==> src/rtl/ram_clr.sv <==
// ram_clr: DEPTH x DATA_W RAM with a masked write port, a registered read
// port, and a self-clearing sweep. After reset, or when clr is requested,
// the array is zeroed one word per clock. The port is unavailable while
// this runs.
//
// Ports:
//   i_clk          clock; all state updates on the rising edge
//   i_rst_n        asynchronous active-low reset
//   i_clr          request to clear the whole array (accepted only in IDLE)
//   i_write_en     write strobe
//   i_write_addr   write address
//   i_write_data   write data
//   i_write_mask   per-bit write enable (1 = bit updated)
//   i_read_en      read strobe
//   i_read_addr    read address
//   o_read_data    registered read data (holds when no read completes)
//   o_read_valid   o_read_data was updated on the last edge
//   o_busy         clear sweep in progress
module ram_clr #(
    parameter int unsigned DATA_W = 4,
    parameter int unsigned ADDR_W = 3
) (
    input  logic              i_clk,
    input  logic              i_rst_n,
    input  logic              i_clr,
    input  logic              i_write_en,
    input  logic [ADDR_W-1:0] i_write_addr,
    input  logic [DATA_W-1:0] i_write_data,
    input  logic [DATA_W-1:0] i_write_mask,
    input  logic              i_read_en,
    input  logic [ADDR_W-1:0] i_read_addr,
    output logic [DATA_W-1:0] o_read_data,
    output logic              o_read_valid,
    output logic              o_busy
);

    localparam int unsigned DEPTH = 2 ** ADDR_W;

    typedef enum logic {
        CLEAR = 1'b0,
        IDLE  = 1'b1
    } state_t;

    state_t            state;
    state_t            state_next;
    logic [ADDR_W-1:0] counter;
    logic [ADDR_W-1:0] counter_next;
    logic [DATA_W-1:0] mem [DEPTH];

    logic              idle_go;
    logic              wr_go;
    logic              rd_go;

    // State register
    always_ff @(posedge i_clk or negedge i_rst_n) begin
        if (!i_rst_n) begin
            state   <= CLEAR;
            counter <= '0;
        end else begin
            state   <= state_next;
            counter <= counter_next;
        end
    end

    // Next-state logic. The sweep ends on the edge that writes the
    // last address; the counter then wraps to 0 on its own.
    always_comb begin
        state_next   = state;
        counter_next = counter;
        case (state)
            CLEAR: begin
                counter_next = counter + ADDR_W'(1);
                if (counter == '1) begin
                    state_next = IDLE;
                end
            end
            IDLE: begin
                if (i_clr) begin
                    counter_next = '0;
                    state_next   = CLEAR;
                end
            end
            default: begin
                state_next   = CLEAR;
                counter_next = '0;
            end
        endcase
    end

    // Output/decode logic. o_busy comes straight from the state flop.
    // Clear takes priority over any access issued in the same cycle.
    always_comb begin
        o_busy  = (state == CLEAR);
        idle_go = (state == IDLE) && !i_clr;
        wr_go   = idle_go && i_write_en;
        rd_go   = idle_go && i_read_en;
    end

    // Storage has no reset; the sweep zeroes it.
    always_ff @(posedge i_clk) begin
        if (state == CLEAR) begin
            mem[counter] <= '0;
        end else if (wr_go) begin
            mem[i_write_addr] <= (mem[i_write_addr] & ~i_write_mask)
                               | (i_write_data & i_write_mask);
        end
    end

    // Registered read port. A read and a write to the same address on one
    // edge both sample the array before it updates, so the read returns
    // the old word.
    always_ff @(posedge i_clk or negedge i_rst_n) begin
        if (!i_rst_n) begin
            o_read_data  <= '0;
            o_read_valid <= 1'b0;
        end else begin
            o_read_valid <= rd_go;
            if (rd_go) begin
                o_read_data <= mem[i_read_addr];
            end
        end
    end

endmodule

==> config.mk <==
export PLATFORM = sky130hd
export DESIGN_NAME = ram_clr
export DESIGN_NICKNAME = d
export VERILOG_FILES = /design/src/rtl/ram_clr.sv
export SDC_FILE = /design/constraint.sdc
export NUM_CORES = 1
export LEC_CHECK = 0
export BUFFER_PORTS_ARGS = -buffer_cell sky130_fd_sc_hd__buf_2
export CORE_MARGIN = 2
export CORE_UTILIZATION = 40
export DETAILED_ROUTE_END_ITERATION = 16
export SYNTH_ARGS = -nofsm -noshare
export SYNTH_HDL_FRONTEND = slang
export SYNTH_SLANG_ARGS = --single-unit
==> constraint.sdc <==
create_clock -name i_clk -period 4.2 [get_ports i_clk]
set_input_delay 0.21 -clock i_clk [delete_from_list [all_inputs] [get_ports i_clk]]
set_output_delay 0.21 -clock i_clk [all_outputs]
set_load 0.01 [all_outputs]
* Word level (Yosys, flattened, before mapping) *
Memory sizes are Yosys's and may differ from the RTL's. A register that Yosys moved wholly into a read port is not among the register bits.
Cells that the tools add are included.
Widths: inputs -> output; s select.

word-level totals
  memories kept = 1
  bits in writable memories = 32
  word-level logic and storage cells = 30
  register bits = 5

memory list
  memory  words  bits a word  rd ports  clocked after Yosys merged registers in  write ports  RTL line  RTL
  mem     8      4            2         1                                        1            48        logic [DATA_W-1:0] mem [DEPTH];

cells by class
  $add $sub $neg = 1
  reductions and logical operators = 6
  bitwise gates (word level) = 5
  multiplexer cells = 12
  eq/ne operators = 2

operators by type and width
  kind                 number
  $and 4x4->4          2
  $mux 1               7
  $mux 3               2
  $pmux 3 s2           1
  $mux 4               1
  $not 4->4            1
  $or 4x4->4           1
  $reduce_or 4->1      1
  $add 3x1->3 const B  1
  $eq 3x3->1 const B   1
  $logic_and 1x1->1    3
  $logic_not 1->1      2
  $ne 2x2->1 const B   1
  $pmux 1 s2           1
  $not 1->1            1

* Longest topological paths before layout *
Gate-level depths: netlist of run 1.

  word-level depth = 8
  mapped depth = 5
  mapped depth without buffers = 3

* Worst setup path after synthesis of run 1 *
OpenSTA, ideal clock, no wires.

  kind = input-to-reg
  from = input port i_write_addr[0]
  to = memory mem[0][0], data pin
  path buffers = 2
  arrival time = 1.327 ns
  cell stages on the path = 5
  slack = 2.589 ns
  cells stage by stage = buf_2 > buf_4 > mux2_2 > a21oi_1 > a221oi_1

between the ends
  cells in the longest elaborated chain, start to end = 4

ends and longest elaborated chain
  element                  RTL line  RTL
  from (decl)              27        input logic [ADDR_W-1:0] i_write_addr,
  $mem_v2 8x4              -
  $and 4x4->4              104       mem[i_write_addr] <= (mem[i_write_addr] & ~i_write_mask)
  $or 4x4->4               105       | (i_write_data & i_write_mask);
  $mux 4 (no source line)  -
  to (decl)                48

No other way between the ends.

* Worst setup path in the final report of run 1 *
  from = register state
  to = memory mem[5][1], data pin

between the ends
  cells in the longest elaborated chain, start to end = 7

ends and longest elaborated chain
  element                               RTL line  RTL
  from (decl)                           44        state_t state;
  from (signal assigned)                60        state <= state_next;
  $logic_and 1x1->1                     94        idle_go = (state == IDLE) && !i_clr;
  $logic_and 1x1->1                     95        wr_go = idle_go && i_write_en;
  $mux 1                                103       end else if (wr_go) begin
  $mux 1 (*)                            101       if (state == CLEAR) begin
  $mux 1 (not written as such) (*)      104
  $reduce_or 4->1 (no source line) (*)  -
  $mux 4 (no source line) (*)           -

Mark *: on every way between the ends. The rest lies on a longest branch, timed or not.

==> results.md, run 1 <==
- DRC Markers: 0
- Number of port buffers: 24
- Synth unique cells: 24
- Switch Pwr: 418 µW
- CTS tree: yes
- Vias per Instance: 5.41
- Final setup vio count: 0
- Clock root cell: clkbuf_8
- Clock Path Buffers: 2
- Worst slew pin tran: 0.917 ns
- Starting DRT DRC Count: 104
- Final period util: 47.9%
- HPWL after DPL: 3.24 mm
- Pwr dens: 565 nW/µm²
- Final min period: 2.01 ns
- DRT antenna net count: 0
- Core area: 4820 µm²
- Share of layout cells above drive strength 1: 29.4%
- I/O Pins: 25
- Pin count of the biggest net entering global routing: 19
- Pleak: 0.000950 µW
- Buf/Inv on CP: 0
- Net Sw Frac: 32.2%
- Seq/Total Area, Yosys: 58.3%
- Area growth from synthesis to layout: 12.8%
- Initial antenna violation count: 0
- H-tree depth: 2
- Worst setup margin: 2.19 ns
- Max Cap Violations: 0
- Clk pwr share: 20.4%
- Placed Instances: 228
- Reg clk slew, reported paths: 0.08 ns
- Synthesized instance count: 141
- Fraction of power consumed by sequential logic: 50.1%
- CP startpoint kind: register
- Headroom to the max-slew limit: 38.8%
- Final global-route overflow total: 0
- Min-delay worst type: input pin to asynchronous set/reset pin
- CP top delay family: compound AO/OA/AOI/OAI gates
- Peak supply drop: 0.000186 V
- Nets: 190
- RSZ-0062 raised after global routing: false
- Vias after detailed routing: 1281
- Non-filler instance count after layout: 237
- Logic pwr share: 29.6%
- Overall routing resource usage: 17.1%
- Mapped cell area: 2040 µm²
- First-pass GRT wire length: 6.78 mm
- Site Rows: 25
- Fmax: 497 MHz
- Yosys reg bits: 41
- Die width: 75.3 µm
- Syn_area_per_cell: 14.4 µm²
- Sink Count: 41
- Clock latency on the worst-skew pair: 0.29 ns
- Drt first pass iters: 5
- CP max stage delay: 0.87 ns
- Full die area: 5680 µm²
- Die Y: 75.3 µm
- Critical path's slowest cell: a221oi_1
- Starting density of the core: 42.3%
- Crit path max fanout: 8
- Ys Warns: 0
- Overall Power: 1300 µW
- Post-place setup slack: 2.14 ns
- Outcome: finished clean
- Worst setup EP type: register
- Most frequent cells in the layout: edfxtp_1 (32), buf_2 (24), mux2i_1 (20), mux2_2 (16), nor2_1 (11)
- Number of global-route vias before repair: 1290
- Fillers: 474
- WL per Instance: 18.9 µm
- Pint: 880 µW
- Fin. Hold Viols: 0
- CTS Buf Count: 5
- Ant diodes: 0
- RD Place Congestion: 0.798
- WL final: 4.47 mm
- Max Clock Skew: 0.00792 ns
- Setup CP Type: register to register
- Commonest non-fill, non-tap cell in the layout: edfxtp_1
- Critical path required time: 4.16 ns
- Crit-path cells: nand3b_1, a221oi_1
- Syn_nets: 162
- Fin. max-slew vios: 0
- Worst Path Arrival: 1.97 ns
- WHS: 0.288 ns
- Total Neg Setup Slack: 0 ns
==> worst paths after layout <==
check / to / from / slack [ns] / cells past startpoint
worst min register to register: o_read_data[1] / o_read_data[1] / 0.48 / 2
max in group asynchronous: o_read_data[1] / i_rst_n / 3.74 / 2
worst max-delay path: mem[5][1] / state / 2.19 / 2
worst min-delay path: o_read_data[0] / i_rst_n / 0.29 / 2
worst max register to register: mem[5][1] / state / 2.19 / 2
min in group i_clk: state / i_clr / 0.31 / 3
==> flip-flops by register name, summed over array words and instances, names as in the netlist <==
signal,cells
counter,3
mem,32
o_read_data,4
o_read_valid,1
state,1
==> worst reg2reg max path, stage by stage (launching register included) <==
cell	delay [ns]
dfrtp_1	0.43
nand3b_1	0.39
a221oi_1	0.87
==> metrics by stage <==
stage          util [%]  area (µm²)
5_1_grt            47.7        2300
4_1_cts            47.7        2300
3_5_place_dp       45.6        2200
2_1_floorplan         -        2040
6_report           47.7        2300
3_3_place_gp       45.6        2200
==> routing by layer <==
layer	global-route usage [%]	share of wire (%)	vias up
li1	-	-	607
met1	22.9	47	632
met2	28.6	48	37
met3	2.91	3.8	5
met4	5.26	0.92	0
met5	0	0	-
==> cells by family after synthesis <==
| kind of cell | synth area share, % |
|---|---|
| adder cells (fa/ha/maj) | 1.23 |
| AND/OR/NAND/NOR | 6.15 |
| AO/OA/AOI/OAI | 7.81 |
| flip-flops | 58.3 |
| buffers and inverters | 3.44 |
| multiplexers | 23.1 |
==> power by group through the flow <==
| stage | sequential [µW] | combinational (µW) | clock (µW) |
|---|---|---|---|
| floorplan | 648 | 258 | 0 |
| global placement | 652 | 377 | 0 |
| detailed placement | 659 | 387 | 0 |
| CTS | 650 | 388 | 269 |
| global route | 667 | 423 | 285 |
| finish | 649 | 384 | 265 |
==> area by class of cell <==
cell class	instances	area (µm²)	share of cell area, %
Clock buffer	8	90.1	3.92
Sequential cell	41	1190	51.7
Timing Repair Buffer	25	130	5.67
Inverter	7	26.3	1.14
Multi-Input combinational cell	89	779	34.0
Tap cell	67	83.8	3.65
==> synthesized netlist by cell type (all sizes together) <==
cell	n	share of area [%]
nand3b	2	0.74
a21oi	5	1.2
mux4	4	4.4
a222oi	4	2.0
inv	7	1.3
o21ai	4	0.98
nor2	11	2.0
a21o	2	0.74
nor2b	5	1.5
nand2	4	0.74
mux2	16	8.9
edfxtp	32	47
and4b	1	0.49
a221oi	4	1.7
dfrtp	9	11
buf	4	2.2
and2	2	0.61
ha	2	1.2
a22o	2	0.86
a31oi	1	0.31
mux2i	20	9.8
==> timing repair <==
item,in CTS,in global routing
gates resized for setup,0,0
hold buffers,1,0
endpoints found under the hold margin,9,0
setup endpoints to repair,0,0
buffers inserted,0,0
No activity file was read; power rests on OpenSTA's default activity.
==> run 2, diff against run 1 <==
ABC_AREA = 1   (was not set)
clock period = 1.7 ns   (was 4.2 ns; I/O delays follow)
==> run 2 against run 1 <==
Net effect: sequential share of layout area is 3.7 points lower; largest cell class unchanged; flip-flop and latch count stayed put; first-iteration DRC count up 6.7%; clock-buffer cell count is 1 lower; cell area grew 7.6%; clock power grew 140%; maximum frequency increased by 23%; highest routed layer unchanged.
==> results.md, run 2 <==
- Outcome: finished clean
- Final period util: 96.1%
- R2R cell count: 8
- Critical path required time: 1.69 ns
- Final global-route overflow total: 0
- Yosys reg bits: 41
- Crit-path cells: inv_2, nor2_4, nand2_2, nand2_2, o21ai_1, inv_1, nand2_1, nor2_2
- Sink Count: 41
- Worst slew pin tran: 0.488 ns
- Area share of the largest cell type after synthesis: 44.7%
- Number of port buffers: 24
- Commonest non-fill, non-tap cell in the layout: nand2_1
- Vias per Instance: 4.88
- CTS tree: yes
- Mapped cell area: 2150 µm²
- Headroom to the max-slew limit: 67.4%
- Vias after detailed routing: 1778
- Synth Area in Adders: 1.16%
- Most frequent CP cell: nand2_2
- Pleak: 0.00119 µW
- Number of global-route vias before repair: 1729
- Multi-input logic area: 817 µm²
- Most frequent cells in the layout: nand2_1 (95), nand3_1 (44), edfxtp_1 (32), inv_1 (27), buf_2 (24)
- Clock root cell: clkbuf_8
- RR Startpoint: state
- Main combinational cell family by area after synthesis: simple AND/OR/NAND/NOR gates
- Worst Path Arrival: 1.62 ns
- Min-delay worst type: input pin to register
- Ys Warns: 0
- R2R Setup Slk: 0.07 ns
- Buf/Inv on CP: 2
- CP max stage delay: 0.38 ns
- Final min period: 1.63 ns
- Crit path max fanout: 5
- Ant diodes: 0
- Fin. max-slew vios: 0
- CP startpoint: state
- Critical path's slowest cell: dfrtp_1
- Site Rows: 26
- Fin. Hold Viols: 0
- Nets: 314
- Syn_nets: 282
- Post-Synth XOR/XNOR Area: 0%
- WP depth: 8
- Fmax: 612 MHz
- Synth unique cells: 20
- Fin util: 48.1%
- Post-synth top cells: nand2_1 (97), nand3_1 (44), edfxtp_1 (32), inv_1 (27), nor2_1 (24)
- Non-filler instance count after layout: 364
- Core area: 5140 µm²
- Top Registers: mem x32, o_read_data x4, counter x3
- Seq/Total Area, Yosys: 55.1%
- Post-synth EDFFs: 32
- WL per Instance: 14.5 µm
- Crit path to: mem[6][3]
- First-pass GRT wire length: 8.52 mm
- RSZ-0062 raised after global routing: true
- Starting density of the core: 41.9%
- Clock latency on the worst-skew pair: 0.30 ns
- Final setup vio count: 0
- Overall routing resource usage: 18.8%
- Synth Area in Compound Gates: 2.85%
- Clock Path Buffers: 2
- Largest Register: mem
- Synth area leaders: edfxtp_1 (45%), nand2_1 (17%), dfrtp_1 (10%)
- Pin count of the biggest net entering global routing: 19
- Syn_area_per_cell: 8.25 µm²
- HPWL after DPL: 3.82 mm
- Pwr dens: 1350 nW/µm²
- Drt first pass iters: 4
- Initial antenna violation count: 0
- Max Clock Skew: 0.00669 ns
- Die width: 77.4 µm
- DRC Markers: 0
- Worst setup EP type: register
- Die Y: 77.4 µm
- Peak supply drop: 0.000432 V
- Simple-Gate Fraction of Synth Area: 33.0%
- Starting DRT DRC Count: 111
- WL final: 5.27 mm
- Share of layout cells above drive strength 1: 17.7%
- Multiplexer share of the synthesized area: 0%
- Full die area: 5980 µm²
- Placed Instances: 352
- I/O Pins: 25
- DRT antenna net count: 0
- Register area: 1190 µm²
- RD Place Congestion: 0.797
- CP startpoint kind: register
- H-tree depth: 2
- Setup CP Type: register to register
- Area growth from synthesis to layout: 14.8%
- Asr flop ratio synth: 22.0%
- Reg clk slew, reported paths: 0.08 ns
- Max Cap Violations: 0
- Synthesized instance count: 261
- CTS Buf Count: 5
- Critical R2R Capture: mem[6][3]
- Fillers: 551
- CP top delay family: simple AND/OR/NAND/NOR gates
- Cell with the most instances after synthesis: nand2_1
- Ys flop type: edfxtp_1
- Cell accounting for the most synthesized area: edfxtp_1
- Max FFs per register: 32
[run 2: cell types whose count changed in the layout (fill, tap and decap cells not counted), moves of 5 or more]
cell,before,now
nor2_1,11,20
buf_4,0,8
a21oi_1,5,0
inv_1,7,27
mux2i_1,20,0
nand2_2,0,5
nand2_1,4,95
nand3_1,0,44
nor2b_1,5,0
o21ai_0,0,7
mux2_2,16,0
[run 2: kinds of logic after synthesis]
kind of cell	Yosys count
simple gates	169
fa+ha+maj	2
buf+inv	38
compound gates	11
flops	41
[run 2: area by class of cell]
class	count	share of cell area [%]
repair buffers	33	7.70
inverters	29	4.41
well taps	70	3.54
clock inverters	1	0.203
flip-flops and latches	41	48.0
multi-input cells	183	33.1
clock buffers	7	3.09
[run 2: worst min-delay path by stage]
stage | to | from | depth (start not counted)
3_3_place_gp | o_read_valid | i_rst_n | 1
2_1_floorplan | counter[0] | i_rst_n | 0
5_1_grt | state | i_clr | 4
3_5_place_dp | o_read_valid | i_rst_n | 1
4_1_cts | counter[0] | i_clr | 4
6_report | state | i_clr | 4
[run 2: worst reg2reg max path, delay by kind of cell (launching register included)]
| kind | cells | cell delay [ns] |
|---|---|---|
| DFF | 1 | 0.38 |
| AOI/OAI and AO/OA | 1 | 0.09 |
| buffers and inverters | 2 | 0.17 |
| and+or+nand+nor | 5 | 0.68 |
[run 2: through the flow]
step	total power (µW)	TNS [ns]	area [µm²]	hold slack, ns	setup WS [ns]
2_1_floorplan	2280	0	2150	-0.211	0.163
3_3_place_gp	2630	0	2340	-0.0516	0.0832
3_5_place_dp	2650	-0.0465	2340	-0.0519	-0.0117
4_1_cts	3290	0	2440	0.115	0.00464
5_1_grt	3570	-0.805	2470	0.126	-0.0448
6_report	3330	0	2470	0.126	0.0665
[run 2: what timing repair did]
item | CTS | global route
buffers inserted | 0 | 2
gates resized for setup | 1 | 5
hold buffers | 1 | 0
endpoints found under the setup margin | 4 | 32
hold endpoints to repair | 9 | 0
pin swaps | 0 | 3
cloned | 0 | 1
[run 2: power breakdown]
| part | total, µW | internal [µW] | switching (µW) |
|---|---|---|---|
| Clock | 629 | 289 | 341 |
| Combinational | 1100 | 398 | 703 |
| Sequential | 1600 | 1440 | 151 |
| Total | 3330 | 2130 | 1190 |
[run 2: routing by layer]
layer  global-route usage (%)  part of all wire [%]
met4                     5.54                   1.5
met3                     4.19                   6.8
met1                     24.0                    43
met5                        0                     0
met2                     32.0                    49
==> run 3, diff against run 2 <==
CORE_UTILIZATION = 49   (was 40)
PLACE_DENSITY = 0.69   (was not set)
clock period = 2.05 ns   (was 1.7 ns; I/O delays follow)
==> run 3 against run 2 <==
Net effect: sequential power decreased by 16%; clock-buffer cell count shrank 1; wire length grew 1.2%; total power down 16%; first-iteration DRC count rose by 110%; maximum frequency down 8.0%; clock skew down 0.0030 ns; critical path type unchanged; largest cell class unchanged.
==> results.md, run 3 (synthesis gave the netlist of run 2 again) <==
- Number of global-route vias before repair: 1763
- Post-place setup slack: 0.304 ns
- Most frequent CP cell: nand2_1
- CTS Buf Count: 5
- WL final: 5.34 mm
- Fin. max-slew vios: 0
- HPWL after DPL: 3.96 mm
- Fmax: 563 MHz
- RSZ-0062 raised after global routing: false
- Core area: 4290 µm²
- Pleak: 0.00117 µW
- Area growth from synthesis to layout: 12.1%
- Cell depth of the worst hold path: 4
- Max Clock Skew: 0.00366 ns
- # hold bufs at CTS: 1
- Logic pwr share: 28.7%
- Ant diodes: 0
- Max FFs per register: 32
- Die width: 70.3 µm
- HP Start: i_clr
- Crit path max fanout: 12
- Site Rows: 24
- Vias per Instance: 5.29
- R2R cell count: 7
- RD Place Congestion: 0.890
- Fraction of power consumed by sequential logic: 48.2%
- Clk pwr share: 23.1%
- Worst Path Arrival: 1.74 ns
- CP startpoint kind: register
- Final min period: 1.78 ns
- Pin count of the biggest net entering global routing: 19
- Worst setup EP type: register
- Die Y: 70.3 µm
- Hold endpoint: counter[0]
- # resized after CTS: 0
- Nets: 307
- Peak supply drop: 0.000695 V
- Starting DRT DRC Count: 229
- DRT antenna net count: 0
- Overall routing resource usage: 23.4%
- Max Cap Violations: 0
- Starting density of the core: 50.1%
- Largest Register: mem
- WL per Instance: 15.7 µm
- Commonest non-fill, non-tap cell in the layout: nand2_1
- Setup Buffers After CTS: 0
- Final global-route overflow total: 0
- Initial antenna violation count: 0
- Critical path's slowest cell: dfrtp_1
- Clock Path Buffers: 2
- First-pass GRT wire length: 8.77 mm
- RR Startpoint: state
- Number of port buffers: 24
- Final period util: 86.6%
- Net Sw Frac: 34.7%
- Top Registers: mem x32, o_read_data x4, counter x3
- Clock root cell: clkbuf_8
- Worst slew pin tran: 0.543 ns
- Pwr dens: 1160 nW/µm²
- CP max stage delay: 0.41 ns
- Most frequent cells in the layout: nand2_1 (97), nand3_1 (44), edfxtp_1 (32), inv_1 (27)
- Critical path required time: 2.01 ns
- Final setup vio count: 0
- Total Neg Setup Slack: 0 ns
- Headroom to the max-slew limit: 63.8%
- Worst setup margin: 0.274 ns
- Switch Pwr: 968 µW
- Full die area: 4940 µm²
- R2R Setup Slk: 0.27 ns
- Vias after detailed routing: 1795
- Fillers: 395
- Critical R2R Capture: mem[7][0]
- I/O Pins: 25
- Share of layout cells above drive strength 1: 13.9%
- CTS tree: yes
- DRC Markers: 0
- Clock latency on the worst-skew pair: 0.29 ns
- Sink Count: 41
- Setup CP Type: register to register
- Min-delay worst type: input pin to register
- Pint: 1830 µW
- H-tree depth: 2
- Reg clk slew, reported paths: 0.08 ns
- Outcome: finished clean
- Crit-path cells: inv_2, nor2_4, nand2_4, nand2_1, o21ai_1, nand2_1, nor2_1
- Fin. Hold Viols: 0
- Drt first pass iters: 5
run 3: worst max-delay path, delay by kind of cell, from the launching register on:
kind                   cells  cell delay, ns
AND/OR/NAND/NOR            5            0.78
flip-flops                 1            0.41
buffers and inverters      1            0.12
AO/OA/AOI/OAI              1            0.12
run 3: power by group through the flow:
| stage | combinational [µW] | sequential [µW] | clock (µW) |
|---|---|---|---|
| floorplan | 562 | 1330 | 0 |
| global placement | 776 | 1350 | 0 |
| detailed placement | 789 | 1360 | 0 |
| CTS | 796 | 1340 | 657 |
| global route | 919 | 1370 | 688 |
| finish | 801 | 1350 | 646 |
run 3: area by class of cell:
class | instances | area, µm² | area share, %
repair buffers | 27 | 145 | 6.02
multi-input cells | 182 | 796 | 33.0
inverters | 29 | 109 | 4.51
flip-flops and latches | 41 | 1190 | 49.2
well taps | 52 | 65.1 | 2.70
clock buffers | 6 | 72.6 | 3.01
clock inverters | 2 | 38.8 | 1.61
run 3: metrics by stage:
step	instance area, µm²	std cells	power [µW]	hold slack (ns)	util [%]
after floorplan	2150	261	1890	-0.193	-
after global placement	2290	330	2130	-0.0336	53.4
after detailed placement	2290	330	2150	-0.0352	53.4
after CTS	2410	339	2790	0.134	56.2
after global routing	2410	339	2980	0.152	56.2
final	2410	339	2790	0.140	56.2
run 3: worst max path at each step:
stage | startpoint | to | slack (ns)
2_1_floorplan | state | mem[3][0] | 0.51
6_report | state | mem[7][0] | 0.27
5_1_grt | state | mem[5][3] | 0.14
3_5_place_dp | state | mem[5][3] | 0.30
3_3_place_gp | state | mem[2][0] | 0.44
4_1_cts | state | mem[5][0] | 0.29
run 3: per-layer routing:
metal | vias up | wire, µm | track usage, %
met3 | 12 | 474 | 6.06
met4 | 0 | 95 | 7.05
met1 | 790 | 2270 | 30.5
li1 | 887 | - | -
met2 | 106 | 2500 | 38.6
met5 | - | 0 | 0
